--- src/rtl/traductor_pkg.sv ---
// Shared definitions for the multiplexed hex display translator.
package traductor_pkg;

  typedef logic [6:0] seg_t;

  // Active-high segment codes {g,f,e,d,c,b,a} for hex digits 0..F.
  localparam seg_t SEG_HEX [16] = '{
    7'h3F, 7'h06, 7'h5B, 7'h4F, 7'h66, 7'h6D, 7'h7D, 7'h07,
    7'h7F, 7'h6F, 7'h77, 7'h7C, 7'h39, 7'h5E, 7'h79, 7'h71
  };

  localparam seg_t SEG_APAGADO = 7'h00;

endpackage

--- src/rtl/traductor_hex.sv ---
// Combinational nibble to active-high seven-segment code lookup.
module traductor_hex
  import traductor_pkg::*;
(
  input  logic [3:0] nibble,
  output seg_t       seg
);

  assign seg = SEG_HEX[nibble];

endmodule

--- src/rtl/traductor_multiplexado.sv ---
// Time-multiplexed driver for DIGITOS common-anode seven-segment digits.
// Optional leading-zero blanking is compiled in when TRADUCTOR_LZB_EN is defined.
module traductor_multiplexado
  import traductor_pkg::*;
#(
  parameter int unsigned DIGITOS = 4,
  parameter int unsigned DIV     = 50000
) (
  input  logic                   reloj,
  input  logic                   reset,
  input  logic [4*DIGITOS-1:0]   entrada,
  input  logic [DIGITOS-1:0]     punto,
  input  logic [DIGITOS-1:0]     apagar,
  input  logic                   cargar,
  output logic [6:0]             sal,
  output logic                   dp,
  output logic [DIGITOS-1:0]     anodo
);

  localparam int unsigned CW = (DIV > 1) ? $clog2(DIV) : 1;
  localparam int unsigned IW = (DIGITOS > 1) ? $clog2(DIGITOS) : 1;

  logic [CW-1:0]          cnt;
  logic [IW-1:0]          idx;
  logic                   tick;
  logic [4*DIGITOS-1:0]   val_r;
  logic [DIGITOS-1:0]     pto_r;
  logic [DIGITOS-1:0]     apg_r;

  logic [3:0]             nib;
  logic                   pto_sel;
  logic                   apg_sel;
  logic [DIGITOS-1:0]     onehot;
  logic                   blank;
  seg_t                   seg;

  assign tick = (cnt == CW'(DIV - 1));

  // Refresh divider and digit scan index.
  always_ff @(posedge reloj) begin
    if (reset) begin
      cnt <= '0;
      idx <= '0;
    end else if (tick) begin
      cnt <= '0;
      idx <= (idx == IW'(DIGITOS - 1)) ? '0 : idx + 1'b1;
    end else begin
      cnt <= cnt + 1'b1;
    end
  end

  // Shadow registers: only a load strobe updates what is displayed.
  always_ff @(posedge reloj) begin
    if (reset) begin
      val_r <= '0;
      pto_r <= '0;
      apg_r <= '0;
    end else if (cargar) begin
      val_r <= entrada;
      pto_r <= punto;
      apg_r <= apagar;
    end
  end

  // Select the nibble and per-digit flags of the digit being scanned.
  always_comb begin
    nib     = 4'h0;
    pto_sel = 1'b0;
    apg_sel = 1'b0;
    onehot  = '0;
    for (int i = 0; i < int'(DIGITOS); i++) begin
      if (idx == IW'(i)) begin
        nib       = val_r[4*i +: 4];
        pto_sel   = pto_r[i];
        apg_sel   = apg_r[i];
        onehot[i] = 1'b1;
      end
    end
  end

`ifdef TRADUCTOR_LZB_EN
  logic [DIGITOS-1:0] supr;
  logic               supr_sel;

  // Digit i>=1 is suppressed when it and every higher nibble are zero.
  always_comb begin
    logic zero_hi;
    zero_hi = 1'b1;
    supr    = '0;
    for (int i = int'(DIGITOS) - 1; i >= 1; i--) begin
      zero_hi = zero_hi && (val_r[4*i +: 4] == 4'h0);
      supr[i] = zero_hi;
    end
  end

  // Suppression flag of the digit being scanned.
  always_comb begin
    supr_sel = 1'b0;
    for (int i = 0; i < int'(DIGITOS); i++) begin
      if (idx == IW'(i)) supr_sel = supr[i];
    end
  end

  assign blank = apg_sel | supr_sel;
`else
  assign blank = apg_sel;
`endif

  traductor_hex u_hex (
    .nibble (nib),
    .seg    (seg)
  );

  // Registered outputs, all active-low.
  always_ff @(posedge reloj) begin
    if (reset || blank) begin
      sal   <= ~SEG_APAGADO;
      dp    <= 1'b1;
      anodo <= '1;
    end else begin
      sal   <= ~seg;
      dp    <= ~pto_sel;
      anodo <= ~onehot;
    end
  end

endmodule

--- config.mk ---
export PLATFORM = sky130hd
export DESIGN_NAME = traductor_multiplexado
export DESIGN_NICKNAME = d
export VERILOG_FILES = /design/src/rtl/traductor_pkg.sv /design/src/rtl/traductor_hex.sv /design/src/rtl/traductor_multiplexado.sv
export SDC_FILE = /design/constraint.sdc
export NUM_CORES = 1
export LEC_CHECK = 0
export CAP_MARGIN = 10
export CORE_MARGIN = 2
export CORE_UTILIZATION = 50
export CTS_CLUSTER_SIZE = 10
export DETAILED_ROUTE_END_ITERATION = 8
export PLACE_DENSITY_LB_ADDON = 0.05
export SLEW_MARGIN = 20
export SYNTH_ARGS = -nofsm -noshare
export SYNTH_HDL_FRONTEND = slang
export SYNTH_SLANG_ARGS = --single-unit
--- constraint.sdc ---
create_clock -name reloj -period 2.39 [get_ports reloj]
set_input_delay 0.239 -clock reloj [delete_from_list [all_inputs] [get_ports reloj]]
set_output_delay 0.239 -clock reloj [all_outputs]
set_load 0.03 [all_outputs]
== Yosys cells after proc, flatten, opt, wreduce, memory -nomap -nowiden ==
Memories as Yosys holds them, arrays and structs flattened.
Cells that the tools add are included.
Storage, ports and cells
  bits in registers: 54
  ROM bits: 112
  input bits: 27
  memories: 1
Cells by class
  add/sub/neg operators: 2
  magnitude comparators: 1
  eq/ne operators: 4
  mux-type cells: 19
  bitwise logic cells: 4
  reduce and logical (&&, ||, !) cells: 3
Memories
  (name not given): words 16, width 7, read ports 1, clocked after memory_dff 0, write ports 0, line traductor_hex.sv:9  | assign seg = SEG_HEX[nibble];
Operators by type and width (count)
  adder 16 x 1 -> 16 bit, second input constant: 1
  == test 16 bit, second input constant: 1
  2-to-1 mux 4 bit: 4
  2-to-1 mux 7 bit: 2
  2-to-1 mux 1 bit: 12
  inverter 7 bit: 1
  >= comparator 5 bit, second input constant: 1
  inverter 4 -> 5 bit: 1
  == test 2 bit, second input constant: 2
  inverter 4 bit: 1
  adder 2 x 1 -> 2 bit, second input constant: 1
  == test 2 x 1 -> 1 bit, second input constant: 1
  zero test 2 bit: 1
  2-to-1 mux 2 bit: 1
  OR reduction 2 bit: 1
  logical OR 1 bit: 1
  inverter 1 bit: 1

== Logic depth before layout (Yosys ltp) ==
  depth in word-level cells: 10
  gate-level depth with buffers: 11
  depth with buffers taken out: 11

== By module ==
From an unflattened synthesis, not the netlist that was laid out.
Unflattened totals
  cell total of the unflattened synthesis: 268
  area, all modules: 2454.9 um^2
Modules (own cells, without submodules)
  traductor_multiplexado: times used 1, cells an instance 235, area each 2164.6 um^2
  traductor_hex: times used 1, cells an instance 33, area each 290.3 um^2

== Least setup slack after synthesis ==
Ideal clock, no wire load.
  kind: reg2reg
  start: reg idx[1]
  end: reg sal[6]
  setup time: 0.135 ns
  data arrival time: 2.004 ns
  setup slack: 0.252 ns
  cell stages (with the launch flop): 11
  path buffers: 1
  period minus slack after synthesis: 2.138 ns
  cell sequence: dfxtp_1 -> inv_1 -> ha_1 -> buf_6 -> nand3b_1 -> a221oi_4 -> inv_1 -> ha_1 -> mux2_1 -> nand2_1 -> o211ai_1
On the way
  cells in the longest elaborated chain, start to end: 10
  elaborated cells between the ends (all ways): 18
  classes of those cells: eq/ne (3); mux (10); bitwise (2); reduce/logical (2); memory (1)
Ends and longest elaborated chain
  from (decl): line traductor_multiplexado.sv:24  | logic [IW-1:0] idx;
  from (signal assigned): line traductor_multiplexado.sv:46  | idx <= (idx == IW'(DIGITOS - 1)) ? '0 : idx + 1'b1;
  zero test 2 bit: line traductor_multiplexado.sv:72  | if (idx == IW'(i)) begin
  2-to-1 mux 4 bit (4 in a row): line traductor_multiplexado.sv:72
  inverter 4 -> 5 bit (not written as such): line traductor_hex.sv:9
  memory (16 x 7 bit)
  2-to-1 mux 7 bit (not written as such) (2 in a row): line traductor_hex.sv:9
  inverter 7 bit: line traductor_multiplexado.sv:121  | sal <= ~seg;
  to (signal assigned): line traductor_multiplexado.sv:117  | sal <= ~SEG_APAGADO;
  to (signal assigned): line traductor_multiplexado.sv:121
  to (decl): line traductor_multiplexado.sv:15  | output logic [6:0] sal,
Parallel ways exist; a longest one is shown, timed or not. The select of a mux whose other input is x is not followed.
A chain may end at the register's enable or synchronous reset.

== Final worst setup path ==
  start: reg idx[0]
  end: reg sal[6]
The elaborated chain is that of the path after synthesis.

==> flow_metrics.tcl <==
set metrics [dict create \
    status "completed" \
    routed_wl_um 4510 \
    intPower_uw 1300 \
    finClkSkew_ns 0.00531 \
    hold_class "reg2reg" \
    cp_slowest_stage_delay_ns 0.42 \
    rows 25 \
    dieArea_um2 5490 \
    clk_pin_slew_ns 0.09 \
    crit_chain "inv_1, ha_1, a211oi_1, a221oi_4, ha_1, mux2_1, nand2_1, o211ai_1" \
    antenna_left 0 \
    crit_buf_inv 1 \
    switchingPower_uw 409 \
    power_frac_seq_pct 56.3 \
    diodes 0 \
    grt_pass1_wl_um 7150 \
    fmaxAchievable_mhz 455 \
    grt.overflow.total 0 \
    die_y_um 74.1 \
    path_class "reg2reg" \
    regArea_um2 1080 \
    synthArstFlopShare_pct 0 \
    wire_per_inst_um 12.2 \
    p_sw_share_pct 23.9 \
    synth_edf_count 0 \
    core_region_area_um2 4720 \
    ys_seq_area_share_pct 44.0 \
    n_fill_cell 410 \
    critical_path.max_fanout 7 \
    boundaryPins 39 \
    slew_headroom_pct 58.1 \
    setup.worst_path.end_class "flip-flop" \
    tritoncts "built" \
    cts_sinks 54 \
    drt_pass1_iterations 4 \
    synthCells 261 \
    dieWidth_um 74.1 \
    hpwl_um 3370 \
    cts_root_buf "clkbuf_8" \
    post_cts_resized 0 \
    yosys.area.top_type "dfxtp_1" \
    multi_input_area_um2 1260 \
    fin_area_um2 3010 \
    start_util_pct 52.0 \
    h-tree-depth 2 \
    setup_viol 0 \
    cts_buffers 5 \
    area_delta_synth_final_pct 22.4 \
    vdd.ir_drop.worst_uv 386 \
    clk_latency_ns 0.30 \
    nNetsFinal 342 \
    rsz0062_at_grt "no" \
    post-route-period-util_pct 92.0 \
    synth_cell_types 42 \
    first_global_vias 1607 \
    slowest_stage "a211oi_1" \
    whs_ns 0.470 \
    drive_gt1_share_pct 7.89 \
    synth_area_leaders "dfxtp_1 (44%), mux2i_1 (11%), nor2_1 (7.0%)" \
    p_comb_share_pct 14.1 \
    worst_slew_pin_slew_ns 0.628 \
    drt_iter0_markers 62 \
    ys.flop_type "dfxtp_1" \
    finalHoldViolCount 0 \
    synth_top_area_share_pct 44.0 \
    arrival_ns 2.38 \
    place_area_um2 2910 \
    avgSynthCellArea_um2 9.41 \
    grtUsageTotal_pct 17.1 \
    synth_area_um2 2460 \
    cts.hold.buffers_added 0 \
    yosysWarnings 0 \
    synth_nets 300 \
    fin_setup_tns_ns 0 \
    cts.path.max_buffers 2 \
    grt_max_degree 25 \
    maxSlewViolCount 0 \
    cp_data_required_time_ns 2.57 \
    critPathLaunchType "flip-flop" \
    leakage_uw 0.00121 \
    io_buffers 38 \
    crit_family "compound AO/OA/AOI/OAI gates" \
    antenna_found_initial 0 \
    gp_congestion 0.855 \
    synth_seq_cells 54 \
    power_density_nw_per_um2 569 \
    clock_power_share_pct 29.5 \
    vias 1853 \
    maxCapViolCount 0 \
    post_cts_buffers 0 \
    vias_per_cell 4.99 \
    drc_errors 0 \
    fin_crit_ns 2.20 \
    critPathMostFrequentCell "ha_1" \
]
-- layout by cell type (no fill, tap or decap), types with 2 or more instances in the layout --
cell type / synthesis / layout
nand2b_1: 2 / 2
and3_1: 4 / 4
nor2b_1: 2 / 2
xnor2_1: 7 / 7
inv_1: 9 / 9
dfxtp_1: 54 / 54
nor3b_1: 3 / 3
clkbuf_8: 0 / 6
a21oi_1: 11 / 11
mux2i_1: 28 / 28
nand2_1: 24 / 24
buf_4: 1 / 10
nand3b_1: 4 / 4
o221ai_1: 2 / 2
xor2_1: 7 / 7
ha_1: 12 / 12
nand3_1: 8 / 8
nor4_1: 2 / 2
o21ai_0: 2 / 2
clkdlybuf4s50_1: 0 / 38
nand4_1: 3 / 3
nor2_1: 46 / 46
-- layout make-up --
class	instances	area share [%]
inverters	9	1.12
repair buffers	48	15.2
clock inverters	1	0.167
well taps	67	2.79
multi-input cells	185	41.9
clock buffers	7	2.87
flip-flops and latches	54	36.0
-- state kept, by name (all words and copies together) (netlist names) --
name   count
pto_r      4
val_r     16
anodo      4
apg_r      4
cnt       16
dp         1
sal        7
idx        2
-- power groups by stage --
stage / clock [uW] / sequential, uW / combinational, uW
4_1_cts: 527 / 963 / 243
5_1_grt: 565 / 968 / 262
6_report: 505 / 963 / 242
3_3_place_gp: 0 / 984 / 240
2_1_floorplan: 0 / 1010 / 119
3_5_place_dp: 0 / 985 / 242
-- cell families after synthesis --
| logic type | share of synthesized area (%) |
|---|---|
| AND/OR/NAND/NOR | 19.4 |
| flip-flops | 44.0 |
| multiplexers | 11.9 |
| AO/OA/AOI/OAI | 8.97 |
| buffers and inverters | 4.69 |
| XOR/XNOR | 4.99 |
| adder cells (fa/ha/maj) | 6.11 |
-- synth_stat cells, drive strengths merged (2+ instances only) --
| cell | instances |
|---|---|
| nor3b | 3 |
| and3 | 4 |
| dfxtp | 54 |
| o21ai | 3 |
| ha | 12 |
| nand2 | 25 |
| nand4 | 3 |
| inv | 9 |
| nor4 | 2 |
| nor2 | 47 |
| xor2 | 7 |
| mux2i | 28 |
| a311oi | 2 |
| nand3 | 8 |
| nand2b | 2 |
| a21oi | 11 |
| clkbuf | 5 |
| o221ai | 2 |
| nor2b | 2 |
| a221oi | 2 |
| xnor2 | 7 |
| buf | 8 |
| nand3b | 4 |
-- routing by layer --
layer,GRT usage (%),vias up,wire [um]
li1,-,967,-
met3,4.07,4,172
met5,0,-,0
met1,22.6,846,2160
met2,27.2,36,2120
met4,6.46,0,53
-- through the flow --
stage | utilization, % | std cells | total power [uW] | worst slack (ns)
5_1_grt | 63.6 | 371 | 1790 | 0.0866
4_1_cts | 63.6 | 371 | 1730 | 0.202
3_5_place_dp | 61.7 | 363 | 1230 | 0.210
3_3_place_gp | 61.7 | 363 | 1220 | 0.269
2_1_floorplan | - | 261 | 1130 | 0.252
6_report | 63.6 | 371 | 1710 | 0.191
-- path summary, 6_finish.rpt --
path                        from           endpoint  slack [ns]  cells after the start
max reg2reg  idx[0]$_SDFFE_PP0N_  sal[6]$_SDFF_PP1_        0.19                      8
max          idx[0]$_SDFFE_PP0N_  sal[6]$_SDFF_PP1_        0.19                      8
min reg2reg    cnt[0]$_SDFF_PP0_  cnt[0]$_SDFF_PP0_        0.47                      1
min            cnt[0]$_SDFF_PP0_  cnt[0]$_SDFF_PP0_        0.47                      1
(Power assumes the default switching activity.)
